$ cat src/rtl/mcu_subsys_pkg.sv
// Shared definitions for the MCU subsystem peripheral UART: register offsets,
// register bit indices and the transmitter state encoding.
package mcu_subsys_pkg;

  // Word offsets, i.e. addr[4:2]
  localparam logic [2:0] UART_TXDATA_OFS   = 3'd0;
  localparam logic [2:0] UART_STATUS_OFS   = 3'd1;
  localparam logic [2:0] UART_BAUD_DIV_OFS = 3'd2;
  localparam logic [2:0] UART_CTRL_OFS     = 3'd3;

  localparam int STATUS_BUSY      = 0;
  localparam int STATUS_FULL      = 1;
  localparam int STATUS_EMPTY     = 2;
  localparam int STATUS_OVF       = 3;
  localparam int STATUS_LEVEL_LSB = 4;

  localparam int CTRL_TX_EN   = 0;
  localparam int CTRL_IRQ_EN  = 1;
  localparam int CTRL_PAR_ODD = 2;

  localparam logic [15:0] BAUD_DIV_MIN = 16'd2;

  typedef enum logic [2:0] {
    UART_IDLE,
    UART_START,
    UART_DATA,
    UART_PARITY,
    UART_STOP
  } uart_tx_state_e;

  function automatic logic [15:0] clamp_baud(input logic [15:0] value);
    return (value < BAUD_DIV_MIN) ? BAUD_DIV_MIN : value;
  endfunction

endpackage

$ cat src/rtl/mcu_subsys_fifo.sv
// Synchronous first-word-fall-through FIFO. A push into a full FIFO is accepted
// only when a pop happens in the same cycle.
module mcu_subsys_fifo #(
  parameter int DEPTH = 16,
  parameter int WIDTH = 8
) (
  input  logic                     clk,
  input  logic                     rst_n,
  input  logic                     push,
  input  logic                     pop,
  input  logic [WIDTH-1:0]         din,
  output logic [WIDTH-1:0]         dout,
  output logic                     full,
  output logic                     empty,
  output logic [$clog2(DEPTH):0]   level
);

  localparam int AW = $clog2(DEPTH);
  localparam logic [AW-1:0] PTR_ONE = 1;
  localparam logic [AW:0]   CNT_ONE = 1;

  logic [WIDTH-1:0] mem [DEPTH];
  logic [AW-1:0]    wr_ptr;
  logic [AW-1:0]    rd_ptr;
  logic [AW:0]      count;
  logic             wr_en;
  logic             rd_en;

  assign full  = (count == (AW+1)'(DEPTH));
  assign empty = (count == '0);
  assign rd_en = pop & ~empty;
  assign wr_en = push & (~full | rd_en);
  assign dout  = mem[rd_ptr];
  assign level = count;

  always_ff @(posedge clk) begin
    if (wr_en) mem[wr_ptr] <= din;
  end

  always_ff @(posedge clk) begin
    if (!rst_n) begin
      wr_ptr <= '0;
      rd_ptr <= '0;
      count  <= '0;
    end else begin
      if (wr_en) wr_ptr <= wr_ptr + PTR_ONE;
      if (rd_en) rd_ptr <= rd_ptr + PTR_ONE;
      case ({wr_en, rd_en})
        2'b10:   count <= count + CNT_ONE;
        2'b01:   count <= count - CNT_ONE;
        default: count <= count;
      endcase
    end
  end

endmodule

$ cat src/rtl/mcu_subsys_periph_uart.sv
// Memory-mapped 8N1 UART transmitter with TX FIFO, baud divider and TX-done irq.
// Define MCU_UART_PARITY_EN to insert a parity bit (CTRL.PAR_ODD selects odd).
//
//  state  | meaning
//  IDLE   | line high, waiting for TX_EN and a queued byte
//  START  | start bit (0)
//  DATA   | 8 data bits, LSB first
//  PARITY | parity bit (parity builds only)
//  STOP   | stop bit (1); may chain straight into the next START
module mcu_subsys_periph_uart
  import mcu_subsys_pkg::*;
#(
  parameter int          FIFO_DEPTH   = 16,
  parameter logic [15:0] BAUD_DIV_RST = 16'd434
) (
  input  logic        sys_clk,
  input  logic        rst_n,
  input  logic        periph_mem_valid,
  output logic        periph_mem_ready,
  input  logic [31:0] periph_mem_addr,
  input  logic [31:0] periph_mem_wdata,
  input  logic [3:0]  periph_mem_wstrb,
  output logic [31:0] periph_mem_rdata,
  output logic        uart_tx,
  output logic        uart_irq
);

  localparam int LW = $clog2(FIFO_DEPTH) + 1;

  uart_tx_state_e state;
  logic [15:0]    baud_div;
  logic [15:0]    baud_cnt;
  logic [2:0]     ctrl;
  logic           ovf;
  logic [7:0]     shift;
  logic [2:0]     bit_idx;
  logic           req, wr, push, pop, bit_end, busy;
  logic [2:0]     sel;
  logic [7:0]     fifo_dout;
  logic           fifo_full, fifo_empty;
  logic [LW-1:0]  fifo_level;
  logic [31:0]    status_word, rd_word;
  logic [15:0]    baud_next;
  logic           unused_ok;
`ifdef MCU_UART_PARITY_EN
  logic           parity;
`endif

  assign unused_ok = ^{periph_mem_addr[31:5], periph_mem_addr[1:0],
                       periph_mem_wdata[31:16], periph_mem_wstrb[3:2]};

  assign req     = periph_mem_valid & ~periph_mem_ready;
  assign wr      = |periph_mem_wstrb;
  assign sel     = periph_mem_addr[4:2];
  assign push    = req & wr & (sel == UART_TXDATA_OFS) & periph_mem_wstrb[0];
  assign busy    = (state != UART_IDLE);
  assign bit_end = (baud_cnt <= 16'd1);
  assign pop     = ctrl[CTRL_TX_EN] & ~fifo_empty &
                   ((state == UART_IDLE) | ((state == UART_STOP) & bit_end));
  assign uart_irq = ctrl[CTRL_IRQ_EN] & fifo_empty & ~busy;

  assign baud_next = {periph_mem_wstrb[1] ? periph_mem_wdata[15:8] : baud_div[15:8],
                      periph_mem_wstrb[0] ? periph_mem_wdata[7:0]  : baud_div[7:0]};

  mcu_subsys_fifo #(.DEPTH(FIFO_DEPTH), .WIDTH(8)) u_fifo (
    .clk   (sys_clk),
    .rst_n (rst_n),
    .push  (push),
    .pop   (pop),
    .din   (periph_mem_wdata[7:0]),
    .dout  (fifo_dout),
    .full  (fifo_full),
    .empty (fifo_empty),
    .level (fifo_level)
  );

  always_comb begin
    status_word = '0;
    status_word[STATUS_BUSY]  = busy;
    status_word[STATUS_FULL]  = fifo_full;
    status_word[STATUS_EMPTY] = fifo_empty;
    status_word[STATUS_OVF]   = ovf;
    status_word[STATUS_LEVEL_LSB +: LW] = fifo_level;
    case (sel)
      UART_STATUS_OFS:   rd_word = status_word;
      UART_BAUD_DIV_OFS: rd_word = {16'd0, baud_div};
      UART_CTRL_OFS:     rd_word = {29'd0, ctrl};
      default:           rd_word = '0;
    endcase
  end

  always_ff @(posedge sys_clk) begin
    if (!rst_n) begin
      periph_mem_ready <= 1'b0;
      periph_mem_rdata <= '0;
      baud_div         <= BAUD_DIV_RST;
      ctrl             <= '0;
      ovf              <= 1'b0;
    end else begin
      periph_mem_ready <= req;
      periph_mem_rdata <= req ? rd_word : '0;
      if (req && wr) begin
        case (sel)
          UART_STATUS_OFS:
            if (periph_mem_wstrb[0] && periph_mem_wdata[STATUS_OVF]) ovf <= 1'b0;
          UART_BAUD_DIV_OFS: baud_div <= clamp_baud(baud_next);
          UART_CTRL_OFS:
            if (periph_mem_wstrb[0]) begin
              ctrl[CTRL_TX_EN]  <= periph_mem_wdata[CTRL_TX_EN];
              ctrl[CTRL_IRQ_EN] <= periph_mem_wdata[CTRL_IRQ_EN];
`ifdef MCU_UART_PARITY_EN
              ctrl[CTRL_PAR_ODD] <= periph_mem_wdata[CTRL_PAR_ODD];
`else
              ctrl[CTRL_PAR_ODD] <= 1'b0;
`endif
            end
          default: ;
        endcase
      end
      // full implies non-empty, so pop here means the pushed byte was taken
      if (push && fifo_full && !pop) ovf <= 1'b1;
    end
  end

  always_ff @(posedge sys_clk) begin
    if (!rst_n) begin
      state    <= UART_IDLE;
      uart_tx  <= 1'b1;
      baud_cnt <= '0;
      shift    <= '0;
      bit_idx  <= '0;
`ifdef MCU_UART_PARITY_EN
      parity   <= 1'b0;
`endif
    end else begin
      if (state != UART_IDLE) baud_cnt <= bit_end ? baud_div : baud_cnt - 16'd1;
      if (pop) begin
        state    <= UART_START;
        uart_tx  <= 1'b0;
        shift    <= fifo_dout;
        baud_cnt <= baud_div;
`ifdef MCU_UART_PARITY_EN
        parity   <= ^fifo_dout ^ ctrl[CTRL_PAR_ODD];
`endif
      end else if (bit_end) begin
        case (state)
          UART_START: begin
            state   <= UART_DATA;
            uart_tx <= shift[0];
            shift   <= shift >> 1;
            bit_idx <= '0;
          end
          UART_DATA: begin
            if (bit_idx == 3'd7) begin
`ifdef MCU_UART_PARITY_EN
              state   <= UART_PARITY;
              uart_tx <= parity;
`else
              state   <= UART_STOP;
              uart_tx <= 1'b1;
`endif
            end else begin
              bit_idx <= bit_idx + 3'd1;
              uart_tx <= shift[0];
              shift   <= shift >> 1;
            end
          end
          UART_PARITY: begin
            state   <= UART_STOP;
            uart_tx <= 1'b1;
          end
          UART_STOP: begin
            state   <= UART_IDLE;
            uart_tx <= 1'b1;
          end
          default: begin
            state   <= UART_IDLE;
            uart_tx <= 1'b1;
          end
        endcase
      end
    end
  end

endmodule

$ cat config.mk
export PLATFORM = sky130hd
export DESIGN_NAME = mcu_subsys_periph_uart
export DESIGN_NICKNAME = d
export VERILOG_FILES = /design/src/rtl/mcu_subsys_pkg.sv /design/src/rtl/mcu_subsys_fifo.sv /design/src/rtl/mcu_subsys_periph_uart.sv
export SDC_FILE = /design/constraint.sdc
export NUM_CORES = 1
export LEC_CHECK = 0
export CORE_UTILIZATION = 53
export DETAILED_ROUTE_END_ITERATION = 10
export PLACE_DENSITY = 0.75
export SYNTH_ARGS = -nofsm -noshare
export SYNTH_HDL_FRONTEND = slang
export SYNTH_HIERARCHICAL = 1
export SYNTH_SLANG_ARGS = --single-unit
$ cat constraint.sdc
create_clock -name sys_clk -period 4 [get_ports sys_clk]
set_clock_uncertainty 0.05 [all_clocks]
set_input_delay 0.8 -clock sys_clk [delete_from_list [all_inputs] [get_ports sys_clk]]
set_output_delay 0.8 -clock sys_clk [all_outputs]
set_load 0.02 [all_outputs]
==> results of run 1 <==
power breakdown:
part           leakage [nW]  internal, mW  switching [mW]
registers              1.83          2.32         0.00803
clock network         0.331          1.11           0.804
logic                  1.54        0.0785           0.133
per-stage QoR:
stage | instance area [µm²] | hold slack [ns]
2_1_floorplan | 9330 | 0.382
3_3_place_gp | 9950 | 0.386
3_5_place_dp | 9950 | 0.397
4_1_cts | 10600 | 0.407
5_1_grt | 10600 | 0.427
6_report | 10600 | 0.408
critical path: stages, from the launching register on:
cell,delay (ns)
dfxtp_1,0.42
or4_4,0.26
nor2_1,0.10
nand2b_1,0.23
or3_1,0.37
nor2_1,0.22
buf_4,0.24
nand2b_1,0.21
o21ai_4,0.12
nor3b_1,0.62
and2_1,0.52
path summary, 6_finish.rpt:
kind	startpoint	end	slack, ns	depth (start not counted)
setup / recovery	u_fifo/level[0]$_SDFFE_PN0P_	u_fifo/mem[9][4]$_DFFE_PP_	0.27	10
hold / removal	ovf$_SDFFE_PN0P_	ovf$_SDFFE_PN0P_	0.41	2
setup reg to reg	u_fifo/level[0]$_SDFFE_PN0P_	u_fifo/mem[9][4]$_DFFE_PP_	0.27	10
hold reg to reg	ovf$_SDFFE_PN0P_	ovf$_SDFFE_PN0P_	0.41	2
flip-flops by register name, indices dropped and copies added, names as in the netlist, 2 cells and up, named ones only:
signal	count
state	3
u_fifo/wr_ptr	4
shift	8
ctrl	2
u_fifo/level	5
u_fifo/mem	128
periph_mem_rdata	16
baud_cnt	16
baud_div	16
bit_idx	3
u_fifo/rd_ptr	4
kinds of logic after synthesis:
logic type	Yosys count
and+or+nand+nor	228
DFF	212
AOI/OAI and AO/OA	134
buffers and inverters	63
muxes	62
adders and majority gates	13
xor gates and xnor gates	4
other	1
synthesized netlist by cell type (10+ instances only):
| cell type | n | area share [%] |
|---|---|---|
| edfxtp_1 | 128 | 41 |
| dfxtp_1 | 84 | 18 |
| nand2_1 | 50 | 2.0 |
| nor2_1 | 48 | 1.9 |
| a21oi_1 | 33 | 1.8 |
| mux4_2 | 32 | 7.8 |
| and2_1 | 27 | 1.8 |
| a22oi_1 | 26 | 2.1 |
| clkbuf_1 | 26 | 1.1 |
| mux2i_1 | 25 | 2.7 |
| nand3_1 | 23 | 1.2 |
| buf_4 | 16 | 1.3 |
| nor3_1 | 15 | 0.81 |
| ha_1 | 12 | 1.6 |
| o211ai_1 | 12 | 0.97 |
| and3_1 | 10 | 0.67 |
| inv_1 | 10 | 0.40 |
layout make-up:
cell class	count	share of cell area, %
flip-flops and latches	212	52.0
clock inverters	11	0.824
inverters	11	0.388
multi-input cells	457	32.9
well taps	225	2.65
clock buffers	27	5.55
repair buffers	66	5.70
layer usage:
layer	up-vias	GRT usage (%)	share of wire, %
li1	2827	-	-
met1	3106	32.3	41
met2	250	39.5	49
met3	44	3.67	7.1
met4	0	7.99	2.7
met5	-	0	0
==> flow_summary.yaml, run 1 <==
sta:
  worst_slew_pin_slew_ns: 1.26
  finalCritPeriodShare_pct: 93.2
  max_freq_ghz: 0.268
  setup_ws_ns: 0.270
  tns_ns: 0
  max-slew-margin-rel_pct: 15.6
  min_period_ns: 3.73
  rsz0062_at_grt: "no"
  hold_viol_final: 0
  setup_viol: 0
  slew_violations: 0
worst_setup_path:
  startpoint_type: "flip-flop"
  cp-end-kind: "flip-flop"
  worstPathArrival_ns: 3.82
  worst-setup-path-type: "reg -> reg"
  crit_fanout: 10
  required_ns: 4.10
drt:
  vias: 6227
  wl_per_cell_um: 20.9
  wl_mm: 21.1
  route.detailed.drc: 0
  antenna_left: 0
  vias_per_cell: 6.17
  firstDrtPassIters: 5
  drt-initial-drc-count: 633
clock_network:
  clk_pin_slew_ns: 0.06
  clkLatencyLatePin_ns: 0.50
  cts_tree: "yes"
  holdBufCountCts: 0
  htree_levels: 1
  cts-resized-gates: 0
  cts_root_buf: "clkbuf_16"
  clk_path_buf_depth: 3
  cts_made_buffers: 22
  clock_sinks: 212
  post_cts_buffers: 0
cells_and_area:
  n_antenna_cell: 0
  syn_to_final_growth_pct: 14.6
  utilization_pct: 61.9
  finalNonFillerCells: 1009
  final_cell_mix: "edfxtp_1, dfxtp_1, nand2_1, nor2_1, clkdlybuf4s50_1"
  fillers: 1285
  multi_input_area_um2: 3500
  final-seq-area_um2: 5530
  drive_above_1_share_pct: 13.9
  layout_commonest_cell: "edfxtp_1"
  layout.nets: 854
global_route:
  grt_pass1_vias: 5886
  grt_max_degree: 33
  overflow: 0
  grt_use_total_pct: 23.9
  grt_first_pass_wirelength_mm: 32.5
  grt_antenna_before_repair: 0
logic_synthesis:
  yosysSeqAreaShare_pct: 59.6
  synth_xor_area_share_pct: 0.378
  synth_top_family_by_area: "simple AND/OR/NAND/NOR gates"
  synth_fa_ha_area_share_pct: 1.83
  avgSynthCellArea_um2: 12.9
  synth-simple-area-share_pct: 12.9
  yosys_warnings: 6
  async_flop_share_pct: 0
  ys_ff_latch: 212
  ys_types: 67
  synth-compound-area-share_pct: 10.9
  syn_inst: 717
  synth-main-ff-cell: "edfxtp_1"
  muxShareOfSynthArea_pct: 11.1
  syn_area_um2: 9280
  synth_edf_count: 128
place:
  place_inst: 971
  pre_cts_ws_ns: 0.266
  io_buffers: 44
  hpwl_mm: 14.1
  finalWeightedCongestion: 0.869
floorplan:
  core_area_um2: 17200
  pin_count: 106
  chipWidth_um: 134
  initial_core_util_pct: 54.0
  rows: 48
  fp.dieH_um: 134
  dieArea_um2: 18000
worst_hold_path:
  min_path_type: "reg -> reg"
flow_run:
  maxCapViolations: 0
power_and_ir_drop:
  ir_worst_vdd_uv: 323
  power.density_nw_per_um2: 419
  finalPower_mw: 4.46
  leakage_nw: 3.70
status:
  status: "finished clean"
No activity file was read; power rests on OpenSTA's default activity.
==> run 2: changes to the inputs <==
- SLEW_MARGIN: unset -> 20
==> flow_summary.yaml, run 2 (synthesis results as in run 1) <==
global_route:
  grt_pass1_vias: 5886
  grt_use_total_pct: 23.9
  grt_max_degree: 33
  overflow: 0
  grt_first_pass_wirelength_mm: 32.5
  grt_antenna_before_repair: 0
cells_and_area:
  drive_above_1_share_pct: 14.0
  finalNonFillerCells: 1009
  final-seq-area_um2: 5530
  layout_commonest_cell: "edfxtp_1"
  layout.nets: 854
  multi_input_area_um2: 3500
  largest_reg_flops: 128
  fillers: 1286
  largest-register: "u_fifo/mem"
  n_antenna_cell: 0
  syn_to_final_growth_pct: 14.5
  final_cell_mix: "edfxtp_1, dfxtp_1, nand2_1, nor2_1, clkdlybuf4s50_1"
drt:
  vias: 6251
  firstDrtPassIters: 5
  antenna_left: 0
  drt-initial-drc-count: 633
  route.detailed.drc: 0
  vias_per_cell: 6.20
  wl_per_cell_um: 20.9
  wl_mm: 21.1
place:
  place_inst: 971
  hpwl_mm: 14.1
  io_buffers: 44
  finalWeightedCongestion: 0.869
power_and_ir_drop:
  leakage_nw: 3.70
  finalPower_mw: 4.46
  pwr-share-seq_pct: 52.2
  pwr-share-clk_pct: 43.0
  p_int_mw: 3.51
  switching_share_pct: 21.2
  ir_worst_vdd_uv: 323
  power.density_nw_per_um2: 420
  p_sw_mw: 0.947
  combPwrFrac_pct: 4.7
worst_setup_path:
  cp_slowest_cell: "nor3b_1"
  worst-setup-path-type: "reg -> reg"
  startpoint_type: "flip-flop"
  max_stage_delay_ns: 0.61
  crit_path_cell_trace: "or4_4 > nor2_1 > nand2b_1 > or3_1 > nor2_1 > buf_4 > nand2b_1 > o21ai_4 > nor3b_1 > and2_1"
  worstPathArrival_ns: 3.82
  cp-end-kind: "flip-flop"
  required_ns: 4.09
  cp.buffers_inverters: 1
  cp_top_family: "simple AND/OR/NAND/NOR gates"
  r2r_slack_ns: 0.27
  crit_fanout: 10
floorplan:
  chipWidth_um: 134
  core_area_um2: 17200
  pin_count: 106
  rows: 48
  dieArea_um2: 18000
  initial_core_util_pct: 54.0
  fp.dieH_um: 134
sta:
  tns_ns: 0
  finalCritPeriodShare_pct: 93.2
  hold_viol_final: 0
  rsz0062_at_grt: "no"
  max-slew-margin-rel_pct: 34.0
  worst_slew_pin_slew_ns: 0.983
  slew_violations: 0
  min_period_ns: 3.73
  max_freq_ghz: 0.268
  setup_viol: 0
clock_network:
  holdBufCountCts: 0
  clk_pin_slew_ns: 0.06
  cts_made_buffers: 22
  cts_tree: "yes"
  clkLatencyLatePin_ns: 0.50
  clock_sinks: 212
  htree_levels: 1
  cts-resized-gates: 0
  post_cts_buffers: 0
  cts_root_buf: "clkbuf_16"
  clk_path_buf_depth: 3
worst_hold_path:
  min_path_type: "reg -> reg"
flow_run:
  maxCapViolations: 0
status:
  status: "finished clean"
## run 2: cell type report
type | count | area share, %
Clock inverter | 11 | 0.824
Multi-Input combinational cell | 457 | 32.9
Clock buffer | 27 | 5.56
Sequential cell | 212 | 52.0
Timing Repair Buffer | 66 | 5.65
Inverter | 11 | 0.389
Tap cell | 225 | 2.65
## run 2: stage by stage
step / hold WS [ns] / cell area, µm² / util (%) / setup WS, ns
floorplan: 0.382 / 9330 / - / 0.325
global placement: 0.386 / 9950 / 57.9 / 0.390
detailed placement: 0.397 / 9950 / 57.9 / 0.266
CTS: 0.407 / 10600 / 61.9 / 0.349
global route: 0.427 / 10600 / 61.9 / 0.119
finish: 0.408 / 10600 / 61.9 / 0.273
## run 2: path summary, 6_finish.rpt
path	from	endpoint	cells past startpoint
hold / removal	ovf$_SDFFE_PN0P_	ovf$_SDFFE_PN0P_	2
setup / recovery	u_fifo/level[0]$_SDFFE_PN0P_	u_fifo/mem[9][4]$_DFFE_PP_	10
hold reg to reg	ovf$_SDFFE_PN0P_	ovf$_SDFFE_PN0P_	2
setup reg to reg	u_fifo/level[0]$_SDFFE_PN0P_	u_fifo/mem[9][4]$_DFFE_PP_	10
## run 2: layer usage
metal / GRT usage (%) / share of wire [%]
met1: 32.3 / 41
met3: 3.67 / 7.2
met4: 7.99 / 2.8
met2: 39.5 / 49
met5: 0 / 0
## run 2: power groups by stage
stage / registers, mW / clock network [mW] / logic [mW]
4_1_cts: 2.33 / 1.94 / 0.209
3_5_place_dp: 2.38 / 0 / 0.208
3_3_place_gp: 2.37 / 0 / 0.202
2_1_floorplan: 2.38 / 0 / 0.122
5_1_grt: 2.33 / 2.03 / 0.227
6_report: 2.33 / 1.92 / 0.210
## run 2: worst min-delay path: cells and delay by family (launching register included)
| kind | cells | cell delay, ns |
|---|---|---|
| AOI/OAI and AO/OA | 1 | 0.05 |
| and+or+nand+nor | 1 | 0.05 |
| DFF | 1 | 0.31 |
==> run 3: changes to the inputs <==
- CORE_ASPECT_RATIO: unset -> 1.1
- CORE_UTILIZATION: 53 -> 51
- clock period: 4 -> 3.3 ns (I/O delays scaled with it)
==> flow_summary.yaml, run 3 (synthesis results as in run 1) <==
worst_setup_path:
  required_ns: 2.59
  cp-end-kind: "output pin"
  worst-setup-path-type: "reg -> out"
  r2r_slack_ns: 0.14
  startpoint_type: "flip-flop"
  r2r_end: "u_fifo/level[4]$_SDFFE_PN0P_"
  cp_top_family: "simple AND/OR/NAND/NOR gates"
  cp_slowest_cell: "clkdlybuf4s50_1"
  worstPathArrival_ns: 2.57
  worstReg2RegStart: "u_fifo/level[0]$_SDFFE_PN0P_"
  crit_path_cell_trace: "or4_4 > nor2_2 > buf_4 > and3_1 > clkdlybuf4s50_1"
  max_stage_delay_ns: 0.64
  cp.buffers_inverters: 2
  crit_fanout: 3
  ff2ff_path_depth: 14
drt:
  drt-initial-drc-count: 523
  route.detailed.drc: 0
  wl_mm: 20.9
  firstDrtPassIters: 5
  vias_per_cell: 5.92
  met3WireLength_mm: 1.20
  wl_per_cell_um: 19.9
  wl_met2_mm: 10.5
  vias: 6233
  antenna_left: 0
  m1WireLength_mm: 8.60
  maxUsedRoutingLayer: "met4"
cells_and_area:
  n_antenna_cell: 0
  final_cell_mix: "edfxtp_1, dfxtp_1, nand2_1, buf_4, nor2_1"
  largest-register: "u_fifo/mem"
  largest_reg_flops: 128
  utilization_pct: 61.9
  layout.nets: 884
  fillers: 1349
  drive_above_1_share_pct: 17.9
  syn_to_final_growth_pct: 18.4
  layout_commonest_cell: "edfxtp_1"
  design_area_um2: 11000
place:
  io_buffers: 44
  placed_cell_area_um2: 10300
  finalWeightedCongestion: 0.872
  hpwl_mm: 14.4
clock_network:
  clk_pin_slew_ns: 0.06
  clk_path_buf_depth: 3
  clock_sinks: 212
  cts_tree: "yes"
  clkLatencyLatePin_ns: 0.50
  holdBufCountCts: 0
  post_cts_buffers: 0
  cts_root_buf: "clkbuf_16"
  htree_levels: 1
  cts_made_buffers: 21
status:
  status: "finished clean"
floorplan:
  pin_count: 106
  core_area_um2: 17700
  chipWidth_um: 131
  fp.dieH_um: 143
  initial_core_util_pct: 52.3
  rows: 51
  dieArea_um2: 18700
sta:
  setup_viol: 0
  slew_violations: 0
  rsz0062_at_grt: "no"
  finalCritPeriodShare_pct: 99.3
  min_period_ns: 3.28
  max_freq_ghz: 0.305
  worst_slew_pin_slew_ns: 0.958
  max-slew-margin-rel_pct: 35.7
  hold_viol_final: 0
power_and_ir_drop:
  finalPower_mw: 5.55
  ir_worst_vdd_uv: 350
  power.density_nw_per_um2: 505
  leakage_nw: 3.90
global_route:
  grt_first_pass_wirelength_mm: 32.9
  grt_use_total_pct: 23.1
  overflow: 0
  grt_antenna_before_repair: 0
  grt_pass1_vias: 6155
  grt_max_degree: 33
worst_hold_path:
  min_to: "periph_mem_ready$_SDFF_PN0_"
  hp-start: "periph_mem_ready$_SDFF_PN0_"
  min_path_type: "reg -> reg"
  worstHoldPathCells: 1
flow_run:
  maxCapViolations: 0
[run 3: layer usage]
layer,track usage [%],up-vias
met5,0,-
met1,30.2,3097
met3,3.69,48
met4,8.17,0
li1,-,2876
met2,38.9,212
[run 3: cell type report]
| cell class | count | area [µm²] | area share (%) |
|---|---|---|---|
| flip-flops and latches | 212 | 5530 | 50.3 |
| multi-input cells | 457 | 3510 | 32.0 |
| repair buffers | 97 | 888 | 8.08 |
| clock buffers | 30 | 621 | 5.65 |
| well taps | 238 | 298 | 2.71 |
| clock inverters | 8 | 100 | 0.911 |
| inverters | 11 | 41.3 | 0.376 |
[run 3: through the flow]
step,setup TNS [ns],hold WS (ns),cells,setup slack (ns)
global placement,0,0.386,1015,0.0210
detailed placement,-0.0259,0.403,1015,-0.0259
finish,0,0.405,1053,0.0239
global route,0,0.432,1053,0.00216
CTS,0,0.411,1053,0.0466
floorplan,0,0.382,732,0.0240
[run 3: how the worst max path moves through the flow]
stage	start	end	slack, ns	cells past startpoint
6_report	u_fifo/level[0]$_SDFFE_PN0P_	uart_irq	0.02	5
3_5_place_dp	periph_mem_valid	u_fifo/level[4]$_SDFFE_PN0P_	-0.03	13
5_1_grt	u_fifo/level[0]$_SDFFE_PN0P_	uart_irq	0.002	5
4_1_cts	u_fifo/level[0]$_SDFFE_PN0P_	uart_irq	0.05	5
2_1_floorplan	u_fifo/level[0]$_SDFFE_PN0P_	u_fifo/level[4]$_SDFFE_PN0P_	0.02	16
3_3_place_gp	periph_mem_valid	u_fifo/level[4]$_SDFFE_PN0P_	0.02	13
[run 3: what timing repair did]
item / in CTS / in global routing
hold endpoints to repair: 0 / 0
gates resized for setup: 0 / 1
setup endpoints to repair: 0 / 1
[run 3: worst reg2reg max path: stages (launching register included)]
cell and delay, ns:
dfxtp_1 0.31, or4_4 0.55, nor2_2 0.17, nand2b_4 0.19, or3_1 0.13, nor2_1 0.09, nor2b_2 0.19, o21ai_4 0.08
inv_2 0.07, ha_1 0.29, nand2b_1 0.11, a21oi_1 0.10, buf_4 0.15, or4_1 0.51, nand4_1 0.11
[run 3: report_power, final]
| part | switching (mW) | internal [mW] |
|---|---|---|
| Clock | 0.987 | 1.47 |
| Sequential | 0.00954 | 2.81 |
| Combinational | 0.163 | 0.103 |
==> variant 1, RTL diff (config.mk and constraints of run 3) <==
Build with the macro `MCU_UART_PARITY_EN` defined.
--- a/src/rtl/mcu_subsys_periph_uart.sv
+++ b/src/rtl/mcu_subsys_periph_uart.sv
@@ -7,6 +7,8 @@
 //  DATA   | 8 data bits, LSB first
 //  PARITY | parity bit (parity builds only)
 //  STOP   | stop bit (1); may chain straight into the next START
+`define MCU_UART_PARITY_EN
+
 module mcu_subsys_periph_uart
   import mcu_subsys_pkg::*;
 #(
Behaviour: not the same (Yosys sat finds a counterexample within 4 cycles, from zero or initial values and one cycle with rst_n low).
==> variant 1 against run 3 <==
  * Utilization shrank 1.3 points
  * Total power shrank 2.5%
  * Final cell count shrank 1.8%
  * Cell area shrank 1.8%
  * Wire length shrank 1.1%
  * First-iteration DRC count shrank 4.6%
  * Area after synthesis grew 0.34%
  * Clock power shrank 6%
  * Global-route usage shrank 0.45 points
  * Sequential cell count grew 2
  * Critical path depth is the same
  * Worst setup slack gained 0.093 ns
  * Critical endpoint unchanged
==> variant 1: results (changes against run 3) <==
* Hold Path Stages at 2 (+1)
* Per-cell via count in the routed design at 5.87 (-0.78%)
* Share of synthesized area spent on multiplexers at 11.0% (-0.064 points)
* Lkg Pwr at 0.00386 µW (-1.0%)
* Number of fillers in the final layout at 1,334 (-1.1%)
* Global placement routability congestion at 0.844 (-3.2%)
* XOR/XNOR share of the synthesized area at 1.13% (+0.75 points)
* Area contributors post-synth: edfxtp_1, dfxtp_1, mux4_2
* Fraction of layout instances using a drive strength above 1 at 16.0% (-2.0 points)
* Number of global-route vias before repair at 6,091 (-1.0%)
* Sum of net half-perimeters after detailed placement at 14,100 µm (-2.6%)
* Count of unique library cells instantiated by Yosys at 66 (-1.5%)
* Total wire length at 20,700 µm (-1.1%)
* Synth Area in Adders at 1.83% (-0.0062 points)
* Peak supply drop at 0.487 mV (+39%)
* Final layout net count at 865 (-2.1%)
* CP max FO at 5 (+2)
* Largest net degree at the start of global routing at 46 (+39%)
* Post-synthesis sequential area ratio at 59.8% (+0.23 points)
* Hold path start: parity$_SDFFE_PN0P_
* Setup Slack @ Placement at -0.00870 ns (+0.0171 ns)
* Critical R2R Launch: u_fifo/level[2]$_SDFFE_PN0P_
* Destination of the worst hold path: parity$_SDFFE_PN0P_
* Outcome: finished clean
* Worst Path Arrival at 2.47 ns (-0.10 ns)
[variant 1: changes by cell type after synthesis, sizes merged, moves of 5 or more]
cell / before / now
a221o: 0 / 7
xnor2: 4 / 10
nor4: 7 / 12
and3: 10 / 17
o22ai: 7 / 0
a21oi: 34 / 16
nor2b: 9 / 16
o21ai: 13 / 28
nand3: 24 / 17
nor2: 48 / 39
or4: 8 / 3
[variant 1: per-stage QoR]
stage	instances	area, µm²	TNS (ns)	util (%)
2_1_floorplan	728	9380	0	-
3_3_place_gp	993	10100	0	56.7
3_5_place_dp	993	10100	-0.00870	56.7
4_1_cts	1033	10800	0	60.5
5_1_grt	1034	10800	0	60.6
6_report	1034	10800	0	60.6
[variant 1: worst max path at each step]
stage	depth (start not counted)	end	start
after floorplan	16	u_fifo/level[4]$_SDFFE_PN0P_	u_fifo/level[0]$_SDFFE_PN0P_
after global placement	12	u_fifo/level[4]$_SDFFE_PN0P_	periph_mem_valid
after detailed placement	12	u_fifo/level[4]$_SDFFE_PN0P_	u_fifo/level[2]$_SDFFE_PN0P_
after CTS	11	u_fifo/level[4]$_SDFFE_PN0P_	baud_cnt[4]$_SDFFE_PN0P_
after global routing	13	u_fifo/level[4]$_SDFFE_PN0P_	u_fifo/level[2]$_SDFFE_PN0P_
final	5	uart_irq	u_fifo/level[2]$_SDFFE_PN0P_
[variant 1: timing repair]
item                       CTS  global route
cloned                       0             0
setup buffers                0             1
pin swaps                    0             1
hold buffers                 0             0
setup endpoints to repair    1             1
resized for setup            1             2
[variant 1: kinds of logic (layout without fill, tap and decap cells)]
family / Yosys count / after routing
other: 1 / 16
AOI/OAI and AO/OA: 118 / 118
muxes: 62 / 62
DFF: 214 / 214
xor gates and xnor gates: 12 / 12
buffers and inverters: 65 / 133
and+or+nand+nor: 228 / 228
adders and majority gates: 13 / 13
[variant 1: worst max-delay path, stage by stage (launching register included)]
cell	delay [ns]
dfxtp_1	0.36
or4_4	0.51
nor2_2	0.16
buf_4	0.14
and3_1	0.15
clkdlybuf4s50_1	0.64
[variant 1: final cells by class]
class	count	area (µm²)	share of cell area (%)
Clock buffer	26	587	5.44
Clock inverter	14	88.8	0.823
Inverter	12	45.0	0.417
Multi-Input combinational cell	449	3480	32.3
Sequential cell	214	5570	51.6
Tap cell	238	298	2.76
Timing Repair Buffer	81	726	6.72
[variant 1: power by group]
part / leakage [µW] / total [µW] / switching [µW] / internal [µW]
combinational: 0.00168 / 239 / 148 / 90.9
clock: 0.000334 / 2320 / 980 / 1340
sequential: 0.00184 / 2850 / 8.96 / 2840
[variant 1: layer usage]
layer  part of all wire, %  routed length [µm]  global-route usage [%]
met2                    52               10700                    39.5
met1                    41                8470                    29.0
met4                   2.7                 562                    8.05
met5                     0                   0                       0
met3                   4.7                 967                    2.79
==> variant 2, RTL diff (flow settings as in run 3) <==
Without the edit above. Register the output `uart_irq`, with the module's reset; this adds one clock of latency there. The other outputs are not delayed to match.
--- a/src/rtl/mcu_subsys_periph_uart.sv
+++ b/src/rtl/mcu_subsys_periph_uart.sv
@@ -57,7 +57,13 @@
   assign bit_end = (baud_cnt <= 16'd1);
   assign pop     = ctrl[CTRL_TX_EN] & ~fifo_empty &
                    ((state == UART_IDLE) | ((state == UART_STOP) & bit_end));
-  assign uart_irq = ctrl[CTRL_IRQ_EN] & fifo_empty & ~busy;
+  always_ff @(posedge sys_clk) begin
+    if (!rst_n) begin
+      uart_irq <= '0;
+    end else begin
+      uart_irq <= ctrl[CTRL_IRQ_EN] & fifo_empty & ~busy;
+    end
+  end
 
   assign baud_next = {periph_mem_wstrb[1] ? periph_mem_wdata[15:8] : baud_div[15:8],
                       periph_mem_wstrb[0] ? periph_mem_wdata[7:0]  : baud_div[7:0]};
Formal check against the unedited RTL: not equivalent (Yosys sat finds a counterexample within 4 cycles, from zero or initial values and one cycle with rst_n low).
==> variant 2 against run 3 <==
  * Cell area grew 0.10%
  * Hold slack improved by 0.0026 ns
  * Largest power group unchanged
  * Wire length is 1.5% higher
  * Worst setup slack better by 0.082 ns
  * Total power grew 6.4%
  * Area after synthesis shrank 0.55%
  * Combinational power increased by 98%
  * Utilization is 0.29 points higher
  * Clock power rose by 3%
  * Sequential cell count up 1
  * Final cell count is 0.28% lower
==> variant 2: results (changes against run 3) <==
* Commonest cells in the synthesized netlist: edfxtp_1, dfxtp_1, nand2_1, nor2_1
* Outcome: finished clean
* Fraction of layout instances using a drive strength above 1 at 20.8% (+2.9 points)
* CP max FO at 4 (+1)
* Synth async-reset ratio at 0% (unchanged)
* Root Buffer Master: clkbuf_16
* Count of unique library cells instantiated by Yosys at 65 (-3.0%)
* Top reg by flops: u_fifo/mem
* Number of flip-flops under the largest register name at 128 (unchanged)
* Reg2Reg Depth at 11 (-3)
* Global placement routability congestion at 0.895 (+2.5%)
* Peak supply drop at 0.581 mV (+66%)
* XOR/XNOR share of the synthesized area at 0.475% (+0.097 points)
* Critical Path Max Stage Delay at 0.55 ns (-0.09 ns)
* Area contributors post-synth: edfxtp_1, dfxtp_1, mux4_2
* Worst hold path class: flip-flop to flip-flop
* Iter 0 DRT Violations at 630 (+20%)
* Total wire length at 21,200 µm (+1.5%)
* CTS H-tree lvls at 1 (unchanged)
* Final layout net count at 880 (-0.45%)
* Slowest cell on the critical path: or4_4
* Global-route wire length before repair at 33,200 µm (+1.1%)
* Post-synthesis sequential area ratio at 60.1% (+0.55 points)
* Actual transition at the worst max-transition pin at 0.798 ns (-0.159 ns)
* Lkg Pwr at 0.00385 µW (-1.3%)
* Synth Area in Adders at 1.84% (+0.010 points)
* Largest net degree at the start of global routing at 33 (unchanged)
* Share of synthesized area spent on multiplexers at 10.4% (-0.63 points)
* Post-synthesis compound-gate area fraction at 9.15% (-1.7 points)
* Bufs on Longest Clock Path at 3 (unchanged)
* Count of vias placed by the detailed router at 6,203 (-0.48%)
* Cell-internal power at 4550 µW (+3.8%)
* Overall routing resource usage at 23.6% (+0.52 points)
* Worst Path Arrival at 3.52 ns (+0.95 ns)
* Cts bufs inserted at 22 (+4.8%)
* Sum of net half-perimeters after detailed placement at 14,400 µm (about the same)
[variant 2: metrics by stage]
| step | worst slack [ns] | total power [µW] | area [µm²] | instances | setup TNS [ns] |
|---|---|---|---|---|---|
| after detailed placement | -0.0336 | 3420 | 10200 | 1010 | -0.607 |
| final | 0.105 | 5900 | 11000 | 1050 | 0 |
| after CTS | 0.00300 | 5930 | 11000 | 1050 | 0 |
| after global placement | 0.00103 | 3410 | 10200 | 1010 | 0 |
| after global routing | 0.00620 | 6080 | 11000 | 1050 | 0 |
| after floorplan | -0.250 | 3230 | 9460 | 735 | -5.32 |
[variant 2: worst paths after layout]
path / slack, ns / startpoint / to
setup / recovery: 0.11 / baud_cnt[14]$_SDFFE_PN0P_ / u_fifo/level[4]$_SDFFE_PN0P_
hold / removal: 0.41 / periph_mem_ready$_SDFF_PN0_ / periph_mem_ready$_SDFF_PN0_
setup reg to reg: 0.11 / baud_cnt[14]$_SDFFE_PN0P_ / u_fifo/level[4]$_SDFFE_PN0P_
hold reg to reg: 0.41 / periph_mem_ready$_SDFF_PN0_ / periph_mem_ready$_SDFF_PN0_
[variant 2: final cells by class]
class	count	area, µm²
fill	1343	6680
sequential	213	5560
multi-input combinational	450	3540
timing repair buffer	92	796
clock buffer	29	598
tap	238	298
clock inverter	11	143
inverter	17	66.3
[variant 2: power by group through the flow]
stage / clock network, µW / registers, µW / logic, µW
floorplan: 0 / 2920 / 309
global placement: 0 / 2910 / 500
detailed placement: 0 / 2910 / 510
CTS: 2550 / 2850 / 521
global route: 2650 / 2850 / 573
finish: 2530 / 2850 / 527
[variant 2: what timing repair did]
action	4_1_cts	5_1_grt
setup endpoints to repair	33	88
pin swaps	1	4
gates resized for setup	2	1
cloned	0	0
[variant 2: routing by layer]
layer	vias to the layer above	routed length (µm)	track usage (%)
li1	2884	-	-
met5	-	0	0
met3	34	1190	3.11
met2	200	11000	41.2
met4	0	407	7.41
met1	3085	8630	30.5
[variant 2: kinds of logic (layout without fill, tap and decap cells)]
logic type | Yosys count | after routing
AO/OA/AOI/OAI | 113 | 113
XOR/XNOR | 5 | 5
adder cells (fa/ha/maj) | 13 | 13
buffers and inverters | 72 | 149
flip-flops | 213 | 213
multiplexers | 56 | 56
other | 1 | 16
AND/OR/NAND/NOR | 247 | 247
